[src/rtl/fpu_issue_arbiter.sv]
// Round-robin front end sharing one FPU among NREQ requesters: one op in flight,
// one-hot opcode pulse, tagged response with valid/ready, watchdog for a hung FPU.
module fpu_issue_arbiter #(
  parameter int NREQ    = 2,
  parameter int TIMEOUT = 64
) (
  input  logic                  sys_clk,
  input  logic                  rst,
  input  logic [NREQ-1:0]       req_valid,
  output logic [NREQ-1:0]       req_ready,
  input  logic [NREQ-1:0][3:0]  req_op,
  input  logic [NREQ-1:0][31:0] req_x1,
  input  logic [NREQ-1:0][31:0] req_x2,
  output logic [NREQ-1:0]       resp_valid,
  input  logic [NREQ-1:0]       resp_ready,
  output logic [31:0]           resp_y,
  output logic                  resp_ovf,
  output logic                  resp_unf,
  output logic                  resp_err,
  output logic                  fpu_rstn,
  output logic [9:0]            fpu_opcode,
  output logic [31:0]           fpu_x1,
  output logic [31:0]           fpu_x2,
  input  logic [31:0]           fpu_y,
  input  logic                  fpu_ovf,
  input  logic                  fpu_unf,
  input  logic                  fpu_valid,
  output logic                  busy
);
  localparam int PW = $clog2(NREQ);
  localparam int CW = $clog2(TIMEOUT);
  localparam logic [CW-1:0] CNT_LAST = CW'(TIMEOUT - 1);

  typedef enum logic [1:0] {IDLE, ISSUE, WAIT, RESP} state_t;
  typedef struct packed { logic [3:0] op; logic [31:0] x1; logic [31:0] x2; } req_t;
  typedef struct packed { logic [31:0] y; logic ovf; logic unf; logic err; } resp_t;

  state_t        state, nxt;
  logic [PW-1:0] ptr, gnt_idx, scan_idx, cur_g;
  logic          gnt_found, accept, wd_fire, rst_d, op_active;
  logic [CW-1:0] cnt;
  req_t          cur, gnt_req;
  resp_t         rsp;

  // Scan from the highest offset down so the nearest requester at/after ptr wins.
  always_comb begin
    gnt_found = 1'b0;
    gnt_idx   = '0;
    scan_idx  = '0;
    for (int k = NREQ - 1; k >= 0; k--) begin
      scan_idx = PW'((int'(ptr) + k) % NREQ);
      if (req_valid[scan_idx]) begin
        gnt_found = 1'b1;
        gnt_idx   = scan_idx;
      end
    end
  end

  assign gnt_req = {req_op[gnt_idx], req_x1[gnt_idx], req_x2[gnt_idx]};
  assign accept  = (state == IDLE) && gnt_found;

  always_comb begin
    nxt     = state;
    wd_fire = 1'b0;
    case (state)
      IDLE:  if (gnt_found) nxt = (gnt_req.op > 4'd9) ? RESP : ISSUE;
      ISSUE: nxt = fpu_valid ? RESP : WAIT;
      WAIT: begin
        if (fpu_valid) nxt = RESP;
        else if (cnt == CNT_LAST) begin
          nxt     = RESP;
          wd_fire = 1'b1;
        end
      end
      RESP:  if (resp_ready[cur_g]) nxt = IDLE;
      default: nxt = IDLE;
    endcase
  end

  always_ff @(posedge sys_clk) begin
    rst_d <= rst;
    if (rst) begin
      state <= IDLE;
      ptr   <= '0;
      cnt   <= '0;
      cur   <= '0;
      cur_g <= '0;
      rsp   <= '0;
    end else begin
      state <= nxt;
      case (state)
        IDLE: if (gnt_found) begin
          cur   <= gnt_req;
          cur_g <= gnt_idx;
          ptr   <= (gnt_idx == PW'(NREQ - 1)) ? '0 : gnt_idx + PW'(1);
          if (gnt_req.op > 4'd9) rsp <= '{y: '0, ovf: 1'b0, unf: 1'b0, err: 1'b1};
        end
        ISSUE: if (fpu_valid) rsp <= '{y: fpu_y, ovf: fpu_ovf, unf: fpu_unf, err: 1'b0};
        WAIT: begin
          cnt <= cnt + CW'(1);
          if (fpu_valid)    rsp <= '{y: fpu_y, ovf: fpu_ovf, unf: fpu_unf, err: 1'b0};
          else if (wd_fire) rsp <= '{y: '0, ovf: 1'b0, unf: 1'b0, err: 1'b1};
        end
        RESP: if (resp_ready[cur_g]) cnt <= '0;
        default: ;
      endcase
    end
  end

  generate
    for (genvar i = 0; i < NREQ; i++) begin : g_req
      assign req_ready[i]  = accept && (gnt_idx == PW'(i));
      assign resp_valid[i] = (state == RESP) && (cur_g == PW'(i));
    end
  endgenerate

  // Operands are only presented while the FPU owns the op; illegal ops never reach it.
  assign op_active  = (state == ISSUE) || (state == WAIT);
  assign fpu_opcode = (state == ISSUE) ? (10'd1 << cur.op) : '0;
  assign fpu_x1     = op_active ? cur.x1 : '0;
  assign fpu_x2     = op_active ? cur.x2 : '0;
  assign fpu_rstn   = ~(rst | rst_d | wd_fire);
  assign resp_y     = rsp.y;
  assign resp_ovf   = rsp.ovf;
  assign resp_unf   = rsp.unf;
  assign resp_err   = rsp.err;
  assign busy       = (state != IDLE);
endmodule

[config.mk]
export PLATFORM = sky130hd
export DESIGN_NAME = fpu_issue_arbiter
export DESIGN_NICKNAME = d
export VERILOG_FILES = /design/src/rtl/fpu_issue_arbiter.sv
export SDC_FILE = /design/constraint.sdc
export NUM_CORES = 1
export LEC_CHECK = 0
export BUFFER_PORTS_ARGS = -buffer_cell sky130_fd_sc_hd__clkbuf_2
export CORE_AREA = 2 2 113 115
export DETAILED_ROUTE_END_ITERATION = 16
export DIE_AREA = 0 0 115 117
export PLACE_DENSITY = 0.76
export SKIP_CTS_REPAIR_TIMING = 1
export SYNTH_ARGS = -nofsm -noshare
export SYNTH_HDL_FRONTEND = slang
export SYNTH_SLANG_ARGS = --single-unit
[constraint.sdc]
create_clock -name sys_clk -period 3.95 [get_ports sys_clk]
set_input_delay 0.1975 -clock sys_clk [delete_from_list [all_inputs] [get_ports sys_clk]]
set_output_delay 0.1975 -clock sys_clk [all_outputs]
set_load 0.05 [all_outputs]
Yosys cells after proc, flatten, opt, wreduce, memory -nomap -nowiden
Index checks and enable logic that the tools add are counted.
{"block": "classes", "n_mux": 38, "n_lt_le_gt_ge": 5, "n_mul": 0, "add_sub_neg": 3, "div": 0, "eq_ne": 10, "n_shift": 1, "bitwise_logic": 5, "reduce_logical": 14}
{"operator": "two-way mux 32 bit", "count": 6}
{"operator": "two-way mux 35 bit", "count": 5}
{"operator": "case mux 35 bit (3 select lines)", "count": 1}
{"operator": "two-way mux 1 bit", "count": 15}
{"operator": "case mux 6 bit (2 select lines)", "count": 1}
{"operator": "two-way mux 10 bit", "count": 1}
{"operator": "two-way mux 2 bit", "count": 5}
{"operator": "left shift 1 x 4 -> 10 bit, first input constant", "count": 1}
{"operator": "less-than comparator 1 x 2 -> 1 bit, second input constant", "count": 4}
{"operator": "two-way mux 4 bit", "count": 2}
{"operator": "case mux 2 bit (4 select lines)", "count": 1}
{"operator": "adder 6 x 1 -> 6 bit, second input constant", "count": 1}
{"operator": "== test 6 bit, second input constant", "count": 1}
{"operator": "two-way mux 6 bit", "count": 1}
{"operator": "inequality test 2 bit, second input constant", "count": 3}
{"operator": "inequality test 3 bit, second input constant", "count": 2}
{"operator": "logical AND 1 bit", "count": 5}
{"operator": "AND reduction 5 bit", "count": 1}
{"operator": "== test 2 bit, second input constant", "count": 2}
{"operator": "greater-than comparator 4 bit, second input constant", "count": 1}
{"operator": "AND reduction 2 bit", "count": 2}
{"operator": "nonzero test 2 bit", "count": 2}
{"operator": "NOT 1 bit", "count": 3}
{"operator": "AND reduction 3 bit", "count": 1}
{"operator": "7 further kinds", "count": 9}
{"block": "totals", "word_cells": 88, "regBits": 114, "output_inout_bits": 115, "latchBits": 0, "romBits": 0, "memories": 0, "input_bits": 177, "ram_bits": 0}

Logic depth before layout (Yosys ltp)
{"block": "logic_depth", "ltp_word": 11, "ltp_mapped": 9, "mapped_depth_nobuf": 7}

Least setup slack after synthesis
OpenSTA, ideal clock, no wires.
{"block": "synth_timing", "path_kind": "register to output", "from": "register state[1]", "to": "output fpu_opcode[4]", "arrival_ns": 2.133, "slack_ns": 1.620, "required_ns": 3.753, "path_stages_with_launch": 5, "n_path_buf": 0, "cell_sequence": "dfxtp_1 inv_1 ha_1 nand2_1 nor4_1"}
{"block": "synth_via", "elab_chain_len": 2}
{"item": "from (decl)", "line": "38", "text": "state_t state, nxt;"}
{"item": "from (signal assigned)", "line": "90", "text": "state <= nxt;"}
{"item": "== test 2 x 1 -> 1 bit", "line": "119", "text": "assign fpu_opcode = (state == ISSUE) ? (10'd1 << cur.op) : '0;"}
{"item": "two-way mux 10 bit", "line": "119"}
{"item": "to (decl)", "line": "21", "text": "output logic [9:0] fpu_opcode,"}
Every way passes these cells.

Worst setup path after layout
{"block": "layout_timing", "from": "register state[0]", "to": "output req_ready[0]"}
{"block": "layout_via", "elab_chain_len": 3}
{"item": "logical NOT 2 bit", "line": "60", "text": "assign accept = (state == IDLE) && gnt_found;"}
{"item": "logical AND 1 bit", "line": "60"}
{"item": "logical AND 1 bit", "line": "112", "text": "assign req_ready[i] = accept && (gnt_idx == PW'(i));"}
{"item": "to (decl)", "line": "10", "text": "output logic [NREQ-1:0] req_ready,"}
Every way passes these cells.

==> results_dict.tcl <==
set metrics [dict create \
    place_congestion 0.834 \
    rrSetupSlack_ns 1.51 \
    wl_um 15700 \
    start_util_pct 40.9 \
    leakagePower_nw 3.45 \
    hpwl_um 11100 \
    syn2layout_area_growth_pct 40.9 \
    grtUsageMet3_pct 8.29 \
    multiInputGateArea_um2 2510 \
    min_from "fpu_y[12]" \
    ys_top_cells_by_area "dfxtp_1 45%, a222oi_1 13%, and2_1 8.2%" \
    nFillCells 1115 \
    vias 5229 \
    stdcell_area_um2 7100 \
    tightest_slew_ns 0.894 \
    placed_cell_area_um2 6540 \
    nets 1015 \
    use_met1_pct 26.1 \
    dieArea_um2 13500 \
    ys.flop_type "dfxtp_1" \
    final_layout_size_suffix_gt1_share_pct 39.8 \
    numCtsBuffers 17 \
    rsz0062_at_grt "no" \
    drv_slew 0 \
    synth_edf_count 0 \
    cts_tree "yes" \
    antennaDiodeCount 0 \
    clkTransAtPathRegs_ns 0.05 \
    post-synth-top-area-cell "dfxtp_1" \
    path_class "reg2out" \
    setup_viol 0 \
    async_flop_share_pct 0 \
    finClkSkew_ns 0.00714 \
    fmax_mhz 365 \
    required_ns 3.75 \
    io_pins 292 \
    synth_seq_cells 114 \
    use_met2_pct 37.7 \
    hold_viol 0 \
    drt-initial-drc-count 502 \
    vias_per_cell 5.26 \
    yosys.cell_types.count 34 \
    seq_area_frac_synth_pct 45.3 \
    cellPowerDensity_nw_per_um2 784 \
    die_y_um 117 \
    cp-end-kind "output port" \
    arrival_ns 2.54 \
    grt_pass1_vias 4813 \
    slew_headroom_pct 40.2 \
    grt_max_degree 75 \
    syn-cell-area_um2 5040 \
    cts_root_buffer "clkbuf_16" \
    portBuffers 291 \
    netlist.area_leader.share_pct 45.3 \
    status "complete, no violations" \
    finalSetupTns_ns 0 \
    cp_max_fo 19 \
    grt_most_used_layer "met2" \
    syn_nets 742 \
    ant_nets 0 \
    clk_path_buf_depth 2 \
    cts_max_level 4 \
    wl_per_cell_um 15.8 \
    die_w_um 115 \
    ir_drop_mv 0.358 \
    insertion_delay_ns 0.41 \
    syn_inst 560 \
    drc 0 \
    hold_path_end "resp_y[12]" \
    min_period_over_period_pct 69.4 \
    grt-ovfl-total 0 \
    core-area_um2 12300 \
    cts.sinks 114 \
    worstRegToRegCells 8 \
    timing.rr.end "cur[49]" \
    start_kind "flop" \
    avgSynthCellArea_um2 9.00 \
    r2r_start "state[0]" \
    fp-row-count 41 \
    drv_cap 0 \
    gr-usage-all-layers_pct 22.5 \
    seq_area_um2 2280 \
    finalCriticalPeriod_ns 2.74 \
    hp-class "in2reg" \
    holdPathStages 3 \
    drtPass1Iterations 6 \
    grt_pass1_wl_um 23700 \
    yosysWarnings 0 \
    antenna_found_initial 0 \
]
cells by family after synthesis:
logic type               after synthesis  share of synthesized area, %
buffers and inverters                 54                          5.34
multiplexers                          40                          8.04
AND/OR/NAND/NOR                      252                          22.9
flip-flops                           114                          45.3
XOR/XNOR                               3                         0.521
AO/OA/AOI/OAI                         92                          16.7
adder cells (fa/ha/maj)                5                          1.24
placed cells by master, fill, tap and decap left out, drive strengths merged, types with 3 or more instances in the layout:
cell type    n
o21ai       10
buf         10
clkbuf     318
or3          3
ha           5
inv          7
nand3        3
a21oi        7
nand2       81
nor3         8
dfxtp      114
a211oi       4
nor2        84
and2        66
mux2i       39
a222oi      65
registers in the layout (all words and copies together), names as in the netlist:
signal    flops
cnt           6
resp_y       32
resp_ovf      1
rst_d         1
cur          68
state         2
ptr           1
cur_g         1
resp_err      1
resp_unf      1
critical path, cell delays in order (launching register included):
cell and delay (ns):
dfxtp_1 0.33, inv_1 0.10, ha_1 0.33, inv_1 0.19
nor2_2 0.33, and2_2 0.48, clkbuf_2 0.38
per-stage QoR:
step	setup slack [ns]	std cells	total power [mW]	utilization, %	hold WS (ns)
2_1_floorplan	1.62	560	3.62	-	0.225
3_3_place_gp	1.56	964	4.14	53.1	0.430
3_5_place_dp	1.50	964	4.16	53.1	0.439
4_1_cts	1.15	995	5.61	57.7	0.00143
5_1_grt	0.979	995	5.89	57.7	0.00999
6_report	1.21	995	5.57	57.7	0.0188
layout make-up:
type | instances | share of cell area [%]
multi-input cells | 392 | 35.4
clock inverters | 4 | 0.669
clock buffers | 27 | 7.22
flip-flops and latches | 114 | 32.1
well taps | 150 | 2.64
inverters | 7 | 0.370
repair buffers | 301 | 21.6
Yosys cell counts, types with 2 or more instances:
master	count
dfxtp_1	114
nor2_1	83
nand2_1	81
and2_1	66
a222oi_1	65
mux2i_1	39
clkbuf_1	35
o21ai_0	9
buf_2	8
nor3_1	8
a21oi_1	7
inv_1	7
ha_1	5
a211oi_1	4
buf_12	3
nand3_1	3
or3_1	3
nor4_1	2
o211ai_1	2
xor2_1	2
per-layer routing:
layer,share of wire [%],wire length (um)
met5,0.057,9
met4,2.1,325
met3,8.7,1370
met2,49,7650
met1,40,6320
worst max path at each step:
stage                     to  cells past startpoint     start
2_1_floorplan  fpu_opcode[4]                      4  state[1]
3_3_place_gp          cur[5]                      8  state[0]
3_5_place_dp          cur[5]                      8  state[0]
4_1_cts         req_ready[0]                      6  state[0]
5_1_grt         req_ready[0]                      6  state[0]
6_report        req_ready[0]                      6  state[0]
power by group:
part / switching (mW) / internal [mW]
Clock: 0.496 / 0.942
Sequential: 0.137 / 1.39
Combinational: 1.82 / 0.784
Total: 2.45 / 3.12
Power figures use the tool's default switching activity.
